`src/rtl/dr_load_sequencer.sv`:
```
// Byte-serial LOAD sequencer: reads a byte, halfword or word from byte-wide memory, highest address
// first, and steers the Data Register strobes so the register ends up holding the extended operand.
module dr_load_sequencer #(
  parameter int ADDR_WIDTH   = 16,
  parameter int MAX_WAIT     = 15,
  parameter bit STRICT_ALIGN = 1'b1
) (
  input  logic                  Clock,
  input  logic                  Reset,
  input  logic                  Start,
  input  logic [1:0]            Size,
  input  logic [ADDR_WIDTH-1:0] BaseAddr,
  input  logic                  MemReady,
  output logic [ADDR_WIDTH-1:0] MemAddr,
  output logic                  MemRead,
  output logic [1:0]            DR_FunSel,
  output logic                  DR_E,
  output logic                  Busy,
  output logic                  Done,
  output logic                  Error
);

  typedef enum logic [1:0] {
    S_IDLE  = 2'd0,
    S_FETCH = 2'd1,
    S_DONE  = 2'd2
  } state_e;

  localparam logic [1:0] SZ_BYTE_S = 2'b00;
  localparam logic [1:0] SZ_HALF   = 2'b10;
  localparam logic [1:0] SZ_WORD   = 2'b11;

  localparam logic [1:0] FS_SEXT  = 2'b00;
  localparam logic [1:0] FS_ZEXT  = 2'b01;
  localparam logic [1:0] FS_SHIFT = 2'b10;

  localparam logic [7:0] WAIT_LIMIT = 8'(MAX_WAIT);

  state_e                state_q, state_d;
  logic [ADDR_WIDTH-1:0] ptr_q, ptr_d;
  logic [2:0]            remaining_q, remaining_d;
  logic [7:0]            wait_q, wait_d;
  logic [1:0]            size_q, size_d;
  logic                  first_q, first_d;
  logic                  error_q, error_d;

  logic [2:0]            n_bytes;
  logic                  misaligned;

  always_comb begin
    case (Size)
      SZ_HALF: n_bytes = 3'd2;
      SZ_WORD: n_bytes = 3'd4;
      default: n_bytes = 3'd1;
    endcase
    misaligned = STRICT_ALIGN &&
                 (((Size == SZ_HALF) && BaseAddr[0]) ||
                  ((Size == SZ_WORD) && (BaseAddr[1:0] != 2'b00)));
  end

  // NOTE: every variable gets a default before the case so no path leaves it unassigned (no latch).
  always_comb begin
    state_d     = state_q;
    ptr_d       = ptr_q;
    remaining_d = remaining_q;
    wait_d      = wait_q;
    size_d      = size_q;
    first_d     = first_q;
    error_d     = error_q;
    case (state_q)
      S_IDLE: begin
        if (Start) begin
          size_d  = Size;
          error_d = misaligned;
          if (misaligned) begin
            state_d = S_DONE;
          end else begin
            state_d     = S_FETCH;
            ptr_d       = BaseAddr + ADDR_WIDTH'(n_bytes - 3'd1);
            remaining_d = n_bytes;
            wait_d      = 8'd0;
            first_d     = 1'b1;
          end
        end
      end
      S_FETCH: begin
        if (MemReady) begin
          ptr_d       = ptr_q - ADDR_WIDTH'(1);
          remaining_d = remaining_q - 3'd1;
          wait_d      = 8'd0;
          first_d     = 1'b0;
          if (remaining_q == 3'd1) state_d = S_DONE;
        end else begin
          wait_d = wait_q + 8'd1;
          if (wait_d == WAIT_LIMIT) begin
            state_d = S_DONE;
            error_d = 1'b1;
          end
        end
      end
      S_DONE:  state_d = S_IDLE;
      default: state_d = S_IDLE;
    endcase
  end

  // Everything except DR_E comes from registered state; DR_E follows MemReady in the same cycle.
  always_comb begin
    MemAddr   = '0;
    MemRead   = 1'b0;
    DR_FunSel = FS_SEXT;
    DR_E      = 1'b0;
    Busy      = 1'b0;
    Done      = 1'b0;
    Error     = 1'b0;
    case (state_q)
      S_FETCH: begin
        MemAddr = ptr_q;
        MemRead = 1'b1;
        Busy    = 1'b1;
        DR_E    = MemReady;
        if (first_q) DR_FunSel = (size_q == SZ_BYTE_S) ? FS_SEXT : FS_ZEXT;
        else         DR_FunSel = FS_SHIFT;
      end
      S_DONE: begin
        Done  = 1'b1;
        Error = error_q;
      end
      default: ;
    endcase
  end

  // NOTE: sequential state uses non-blocking assignments so all flops update together at the edge.
  always_ff @(posedge Clock or negedge Reset) begin
    if (!Reset) begin
      state_q     <= S_IDLE;
      ptr_q       <= '0;
      remaining_q <= 3'd0;
      wait_q      <= 8'd0;
      size_q      <= 2'b00;
      first_q     <= 1'b0;
      error_q     <= 1'b0;
    end else begin
      state_q     <= state_d;
      ptr_q       <= ptr_d;
      remaining_q <= remaining_d;
      wait_q      <= wait_d;
      size_q      <= size_d;
      first_q     <= first_d;
      error_q     <= error_d;
    end
  end

endmodule
```
`config.mk`:
```
export PLATFORM = sky130hd
export DESIGN_NAME = dr_load_sequencer
export DESIGN_NICKNAME = d
export VERILOG_FILES = /design/src/rtl/dr_load_sequencer.sv
export SDC_FILE = /design/constraint.sdc
export NUM_CORES = 1
export LEC_CHECK = 0
export CORE_ASPECT_RATIO = 1.25
export CORE_MARGIN = 3
export CORE_UTILIZATION = 66
export CTS_BUF_LIST = sky130_fd_sc_hd__clkbuf_4
export CTS_CLUSTER_DIAMETER = 40
export DETAILED_ROUTE_END_ITERATION = 16
export DONT_BUFFER_PORTS = 1
export GPL_TIMING_DRIVEN = 0
export PLACE_DENSITY_LB_ADDON = 0.15
export SETUP_SLACK_MARGIN = 0.05
export SYNTH_ARGS = -nofsm -noshare
export SYNTH_HDL_FRONTEND = slang
export SYNTH_SLANG_ARGS = --single-unit
```
`constraint.sdc`:
```
create_clock -name Clock -period 2.85 [get_ports Clock]
set_input_delay 0.7125 -clock Clock [delete_from_list [all_inputs] [get_ports Clock]]
set_output_delay 0.7125 -clock Clock [all_outputs]
set_load 0.02 [all_outputs]
```
==> impl_metrics.toml, run 1 <==
[die]
die-area_um2 = 4680
io_pins = 45
start_util_pct = 71.2
design.core.area_um2 = 3600
die_w_um = 61.8
die-height_um = 75.7
std_cell_rows = 24

[place]
routabilityCongestion = 0.843
dpl-instance-area_um2 = 2660
portBuffers = 0
post-dp-hpwl_um = 4520

[synthesis]
ys_async_sr_fraction_pct = 100
synth_top_cell_by_area = "dfrtp_1"
yosysTopAreaCellShare_pct = 32.2
netlist_top_cells_area = "dfrtp_1 (32%), ha_1 (9.7%), o21ai_0 (6.0%), a21oi_1 (5.8%), nand2_1 (5.4%)"
ys_seq_elements = 33
yosysSeqAreaShare_pct = 32.2
synth.cell_area_um2 = 2570
ys.warnings.count = 0
synth_edf_count = 0
synth_ff_type = "dfrtp_1"
synth_cells = 315
avgSynthCellArea_um2 = 8.15
yosys.cell_types.count = 51
yosysMostFrequentCell = "nand2_1"
netlist_top_cells_count = "nand2_1 (37), dfrtp_1 (33), o21ai_0 (31), a21oi_1 (30), nor2_1 (25)"

[layout]
drive_above_1_share_pct = 7.78
fillers = 303
register_area_um2 = 826
multi_input_area_um2 = 1670
design.final.nets = 376
area_delta_synth_final_pct = 5.56
antenna_cells_inserted = 0
fin_area_um2 = 2710

[critical_path]
worstSetupStartpointType = "flip-flop"
path_depth = 4
cp.arrival_ns = 1.91
crit_buf_inv = 2
path_max_fanout = 11
reg2regPathDepth = 7
worst_path_max_delay_cell = "dfrtp_1"
crit_type = "reg -> out"
crit_chain = "nand2b_1 -> clkinv_2 -> clkbuf_2 -> and2_2"
slowest_delay_ns = 0.44
critPathRequiredTime_ns = 2.14
crit_family = "simple AND/OR/NAND/NOR gates"
endpoint_kind = "output pin"

[timing]
post-route-period-util_pct = 91.9
slew_viol_final = 0
fin_skew_ns = 0.0122
finalHoldViolCount = 0
timing.fmax_mhz = 382
tns_ns = 0
setup_viol = 0
tightest_slew_ns = 0.550
layout_min_cycle_time_ns = 2.62
rsz0062_at_grt = "false"
maxSlewHeadroom_pct = 63.3

[clock_network]
hold_buffers = 0
postCtsSetupRepairBufs = 0
cts_buffer_depth = 2
numCtsBuffers = 5
htreeDepth = 2
cts_sinks = 33
cts_tree = "yes"
cts_resized = 2
insertion_delay_ns = 0.35
cts-root-buf = "clkbuf_4"
clk_pin_slew_ns = 0.10

[power_and_ir_drop]
p_leak_nw = 1.24
power_density_nw_per_um2 = 858
peakVddDrop_mv = 0.382

[hold_path]
hold_class = "in -> async"

[grt]
gr-total-overflow = 0
grt_pass1_wl_um = 9760
grt_antenna_before_repair = 0
grt_util_met3_pct = 6.78
grt_use_met2_pct = 47.5
use_met1_pct = 32.6
track_usage_pct = 27.9
first_global_vias = 2296
grt_max_degree = 34
top_usage_layer = "met2"

[route]
drt-initial-drc-count = 159
drt-pass1-iter-count = 7
ant_nets = 0
wire_per_inst_um = 15.9
vias = 2376
drc = 0
via_per_inst = 6.37
routed_wl_um = 5920

[flow_run]
maxCapViolations = 0

[run_status]
status = "complete, no violations"
[cell usage in the layout (no fill, tap or decap), types with 5 or more instances in the layout]
master,synthesis,layout
nor2_1,25,25
clkbuf_4,0,5
nand3_1,9,9
xnor2_1,9,9
inv_1,12,12
nor3_1,6,6
or2_2,5,5
dfrtp_1,33,33
nand2_1,37,37
xor2_1,9,9
ha_1,20,20
conb_1,1,13
clkbuf_1,7,5
a21oi_1,30,30
a31oi_1,8,8
and2_1,13,13
o21ai_0,31,31
[state kept, by name (all words and copies together), names as in the netlist]
name	flops
error_q	1
first_q	1
ptr_q	16
remaining_q	3
size_q	2
state_q	2
wait_q	8
[where the power goes]
| group | internal, mW | switching (mW) | leakage, nW |
|---|---|---|---|
| Clock | 0.0890 | 0.163 | 0.0300 |
| Sequential | 0.651 | 0.177 | 0.410 |
| Combinational | 0.441 | 0.803 | 0.801 |
| Total | 1.18 | 1.14 | 1.24 |
[stage by stage]
step / power (mW) / instances / utilization, % / setup WS (ns) / hold slack, ns
6_report: 2.32 / 373 / 75.2 / 0.230 / 0.0406
5_1_grt: 2.52 / 373 / 75.2 / 0.120 / 0.0117
4_1_cts: 2.32 / 374 / 75.3 / 0.118 / 0.0207
3_5_place_dp: 2.06 / 366 / 73.9 / 0.0444 / 0.418
3_3_place_gp: 2.02 / 366 / 73.9 / 0.106 / 0.418
2_1_floorplan: 1.80 / 327 / - / 0.359 / 0.417
[layout make-up]
| type | count | area share, % |
|---|---|---|
| buffer | 10 | 2.26 |
| clock buffer | 5 | 1.39 |
| sequential | 33 | 30.5 |
| inverter | 13 | 1.85 |
| clock inverter | 3 | 0.462 |
| multi-input combinational | 270 | 61.8 |
| tap | 39 | 1.80 |
[cell families after synthesis]
group	count (synthesis)	synth area share [%]
DFF	33	32.2
xor gates and xnor gates	18	6.14
and+or+nand+nor	118	22.9
muxes	2	0.877
adders and majority gates	21	10.5
buffers and inverters	24	4.39
other	1	0.146
AOI/OAI and AO/OA	98	22.9
[worst paths after layout]
| kind | startpoint | to | slack [ns] |
|---|---|---|---|
| setup / recovery | state_q[1] | MemAddr[3] | 0.23 |
| hold / removal | Reset | error_q | 0.04 |
| setup reg to reg | ptr_q[8] | ptr_q[15] | 0.61 |
| hold reg to reg | size_q[1] | size_q[1] | 0.51 |
| max in group asynchronous | Reset | ptr_q[1] | 2.72 |
| min in group Clock | Size[1] | remaining_q[0] | 0.49 |
[layer usage]
layer  wire length (um)  part of all wire [%]
met3                368                   6.2
met5                  0                     0
met1               2490                    42
met4                170                   2.9
met2               2890                    49
[worst register-to-register path: stages (launching register included)]
cell and delay, ns:
dfrtp_1 0.44, or3_4 0.42, or3_2 0.46, nor3_1 0.26, nand2b_1 0.12, nand2_1 0.08
nand2_1 0.05, a221o_1 0.31
(Power assumes the default switching activity.)
==> inputs of run 2 (changes only) <==
- MAX_ROUTING_LAYER: default -> met4
==> impl_metrics.toml, run 2 (same netlist as run 1, synthesis figures left out) <==
[clock_network]
cts-root-buf = "clkbuf_4"
clk_pin_slew_ns = 0.11
htreeDepth = 2
cts_sinks = 33
insertion_delay_ns = 0.35
cts_buffer_depth = 2
numCtsBuffers = 5
cts_tree = "yes"
postCtsSetupRepairBufs = 0

[route]
drt-initial-drc-count = 134
drc = 0
wire_per_inst_um = 15.9
drt-pass1-iter-count = 5
ant_nets = 0
vias = 2355
via_per_inst = 6.31
routed_wl_um = 5920

[place]
routabilityCongestion = 0.856
post-dp-hpwl_um = 4520
portBuffers = 0
dp_cells = 366

[layout]
area_delta_synth_final_pct = 5.56
final_cells = 373
regMostFlops = "ptr_q"
largest_register_ffs = 16
reg_top3 = "ptr_q (16), wait_q (8), remaining_q (3)"
final_common_cell = "nand2_1"
antenna_cells_inserted = 0
drive_above_1_share_pct = 7.78
design.final.nets = 376
final_cell_mix = "nand2_1 (37), dfrtp_1 (33), o21ai_0 (31)"

[grt]
first_global_vias = 2299
grt_max_degree = 34
gr-total-overflow = 0
track_usage_pct = 28.8
grt_pass1_wl_um = 9770
grt_antenna_before_repair = 0

[critical_path]
crit_type = "reg -> out"
worstSetupStartpointType = "flip-flop"
critPathRequiredTime_ns = 2.14
path_max_fanout = 11
cp.arrival_ns = 1.92
endpoint_kind = "output pin"

[timing]
tightest_slew_ns = 0.555
post-route-period-util_pct = 92.5
slew_viol_final = 0
setup_viol = 0
finalHoldViolCount = 0
layout_min_cycle_time_ns = 2.64
rsz0062_at_grt = "false"
fin_skew_ns = 0.0126
timing.fmax_mhz = 379
tns_ns = 0
maxSlewHeadroom_pct = 62.9

[hold_path]
hold_class = "in -> async"

[die]
die-area_um2 = 4680
die-height_um = 75.7
design.core.area_um2 = 3600
start_util_pct = 71.2
io_pins = 45
die_w_um = 61.8
std_cell_rows = 24

[power_and_ir_drop]
peakVddDrop_mv = 0.383
power_density_nw_per_um2 = 859
p_leak_nw = 1.24

[flow_run]
maxCapViolations = 0

[run_status]
status = "complete, no violations"
==> run 2: cell counts in the layout (fill, tap and decap cells not counted) <==
No cell type changed its count.
==> run 2: path summary, 6_finish.rpt <==
kind,start,endpoint,slack [ns],cells past startpoint
min in group Clock,Size[1],remaining_q[0],0.48,1
setup reg to reg,ptr_q[2],ptr_q[13],0.60,7
hold / removal,Reset,error_q,0.04,0
setup / recovery,state_q[1],MemAddr[3],0.21,4
hold reg to reg,size_q[1],size_q[1],0.51,1
max in group asynchronous,Reset,ptr_q[1],2.72,0
==> run 2: report_power, final <==
part | switching (mW) | total [mW] | leakage, nW | internal (mW)
Clock | 0.166 | 0.255 | 0.0300 | 0.0890
Sequential | 0.177 | 0.828 | 0.410 | 0.651
Combinational | 0.804 | 1.25 | 0.801 | 0.441
==> run 2: metrics by stage <==
step	cell area, um2	total power, mW	util (%)	setup slack (ns)	hold slack [ns]
floorplan	2610	1.80	-	0.359	0.417
global placement	2660	2.02	73.9	0.106	0.418
detailed placement	2660	2.06	73.9	0.0444	0.418
CTS	2710	2.32	75.3	0.118	0.0207
global route	2710	2.52	75.2	0.126	0.0117
finish	2710	2.33	75.2	0.213	0.0382
==> run 2: layout make-up <==
| type | instances | area [um2] |
|---|---|---|
| tap | 39 | 48.8 |
| clock inverter | 3 | 12.5 |
| multi-input combinational | 270 | 1670 |
| fill | 303 | 893 |
| buffer | 10 | 61.3 |
| inverter | 13 | 50.0 |
| clock buffer | 5 | 37.5 |
| sequential | 33 | 826 |
==> run 2: per-layer routing <==
metal	part of all wire [%]	up-vias	GRT usage, %
li1	-	1146	-
met1	41	1082	32.4
met2	50	107	48.1
met3	6.2	20	6.44
met4	2.5	0	12.5
met5	0	-	-
==> run 2: critical path, cell delays in order, from the launching register on <==
cell and delay [ns]:
dfrtp_1 0.45, nand2b_1 0.31, clkinv_2 0.24, clkbuf_2 0.28
and2_2 0.30
==> run 2: timing repair <==
action,in CTS,in global routing
hold buffers,0,0
cloned,0,0
resized for setup,2,0
setup endpoints to repair,11,10
==> inputs of run 3 (changes only) <==
==> constraint.sdc (replaced) <==
create_clock -name Clock -period 2.85 [get_ports Clock]
set_input_delay 0.57 -clock Clock [delete_from_list [all_inputs] [get_ports Clock]]
set_output_delay 0.57 -clock Clock [all_outputs]
set_load 0.02 [all_outputs]
==> impl_metrics.toml, run 3 (same netlist as run 1, synthesis figures left out) <==
[timing]
timing.fmax_mhz = 385
setup_viol = 0
fin_hold_ws_ns = 0.0286
tightest_slew_ns = 0.558
slew_viol_final = 0
worst_slack_ns = 0.254
fin_skew_ns = 0.0106
finalHoldViolCount = 0
rsz0062_at_grt = "false"
maxSlewHeadroom_pct = 62.7
tns_ns = 0
post-route-period-util_pct = 91.1
layout_min_cycle_time_ns = 2.60

[grt]
first_global_vias = 2308
grt_pass1_wl_um = 9790
grt_max_degree = 34
use_met1_pct = 32.4
grt_use_met2_pct = 48.2
grt_antenna_before_repair = 0
track_usage_pct = 28.8
top_usage_layer = "met2"
gr-total-overflow = 0
grt_util_met3_pct = 6.44

[place]
dp_cells = 366
post-dp-hpwl_um = 4520
pre_cts_slack_ns = 0.187
routabilityCongestion = 0.856
portBuffers = 0

[critical_path]
crit_family = "buffers and inverters"
crit_buf_inv = 3
worst_path_max_delay_cell = "dfrtp_1"
cp.arrival_ns = 2.03
path_max_fanout = 11
endpoint_kind = "output pin"
worstSetupStartpointType = "flip-flop"
crit_chain = "nand2b_1 -> clkbuf_1 -> clkinv_2 -> clkbuf_2 -> and2_2"
critPathRequiredTime_ns = 2.28
slowest_delay_ns = 0.44
crit_type = "reg -> out"

[hold_path]
hold_class = "in -> async"

[route]
ant_nets = 0
routed_wl_um = 5960
drc = 0
vias = 2376
drt-initial-drc-count = 170
drt-pass1-iter-count = 6
via_per_inst = 6.34
wire_per_inst_um = 15.9

[layout]
register_area_um2 = 826
drive_above_1_share_pct = 8.04
reg_top3 = "ptr_q (16), wait_q (8), remaining_q (3)"
regMostFlops = "ptr_q"
antenna_cells_inserted = 0
final_cells = 375
design.final.nets = 378
largest_register_ffs = 16
multi_input_area_um2 = 1670
fillers = 299
final_cell_mix = "nand2_1 (37), dfrtp_1 (33), o21ai_0 (31)"
area_delta_synth_final_pct = 6.48
final_common_cell = "nand2_1"

[flow_run]
maxCapViolations = 0

[power_and_ir_drop]
power_density_nw_per_um2 = 858
p_leak_nw = 1.25
peakVddDrop_mv = 0.386
fin_total_pwr_mw = 2.34

[clock_network]
cts_tree = "yes"
htreeDepth = 2
cts_sinks = 33
cts_buffer_depth = 2
clk_pin_slew_ns = 0.10
numCtsBuffers = 5
cts-root-buf = "clkbuf_4"
postCtsSetupRepairBufs = 0
insertion_delay_ns = 0.36

[die]
design.core.area_um2 = 3600
io_pins = 45
die-height_um = 75.7
die_w_um = 61.8
std_cell_rows = 24
start_util_pct = 71.2
die-area_um2 = 4680

[run_status]
status = "complete, no violations"
run 3: cell types whose count changed in the layout (fill, tap and decap cells not counted), sizes merged:
cell / previous run / this run
clkbuf: 11 / 12
buf: 4 / 5
run 3: cell type report:
cell class	instances	area share, %
buffer	11	2.38
clock buffer	5	1.37
clock inverter	3	0.458
inverter	13	1.83
multi-input combinational	270	61.2
sequential	33	30.2
tap	39	1.78
timing repair buffer	1	0.732
run 3: where the power goes:
| part | total [mW] | switching, mW | internal [mW] |
|---|---|---|---|
| Sequential | 0.829 | 0.178 | 0.651 |
| Clock | 0.255 | 0.166 | 0.0890 |
| Combinational | 1.26 | 0.814 | 0.447 |
| Total | 2.34 | 1.16 | 1.19 |
run 3: per-stage QoR:
step	util, %	area [um2]
after floorplan	-	2610
after global placement	73.9	2660
final	75.9	2730
after CTS	75.8	2730
after detailed placement	73.9	2660
after global routing	75.9	2730
run 3: timing repair:
item,CTS,global route
hold endpoints to repair,33,0
setup endpoints to repair,9,9
hold buffers,1,0
resized for setup,1,2
run 3: final timing paths:
kind,from,to,slack (ns),cells after the start
min in group Clock,Size[1],remaining_q[0],0.34,1
setup / recovery,state_q[1],MemAddr[3],0.25,5
max in group asynchronous,Reset,ptr_q[1],2.64,1
setup reg to reg,ptr_q[8],ptr_q[15],0.60,7
hold / removal,Reset,error_q,0.03,1
hold reg to reg,first_q,first_q,0.51,2
run 3: routing by layer:
metal | part of all wire, % | up-vias | wire length (um)
met4 | 2.5 | 0 | 147
met5 | 0 | - | 0
met3 | 6.5 | 18 | 390
li1 | - | 1152 | -
met1 | 41 | 1101 | 2470
met2 | 50 | 105 | 2950
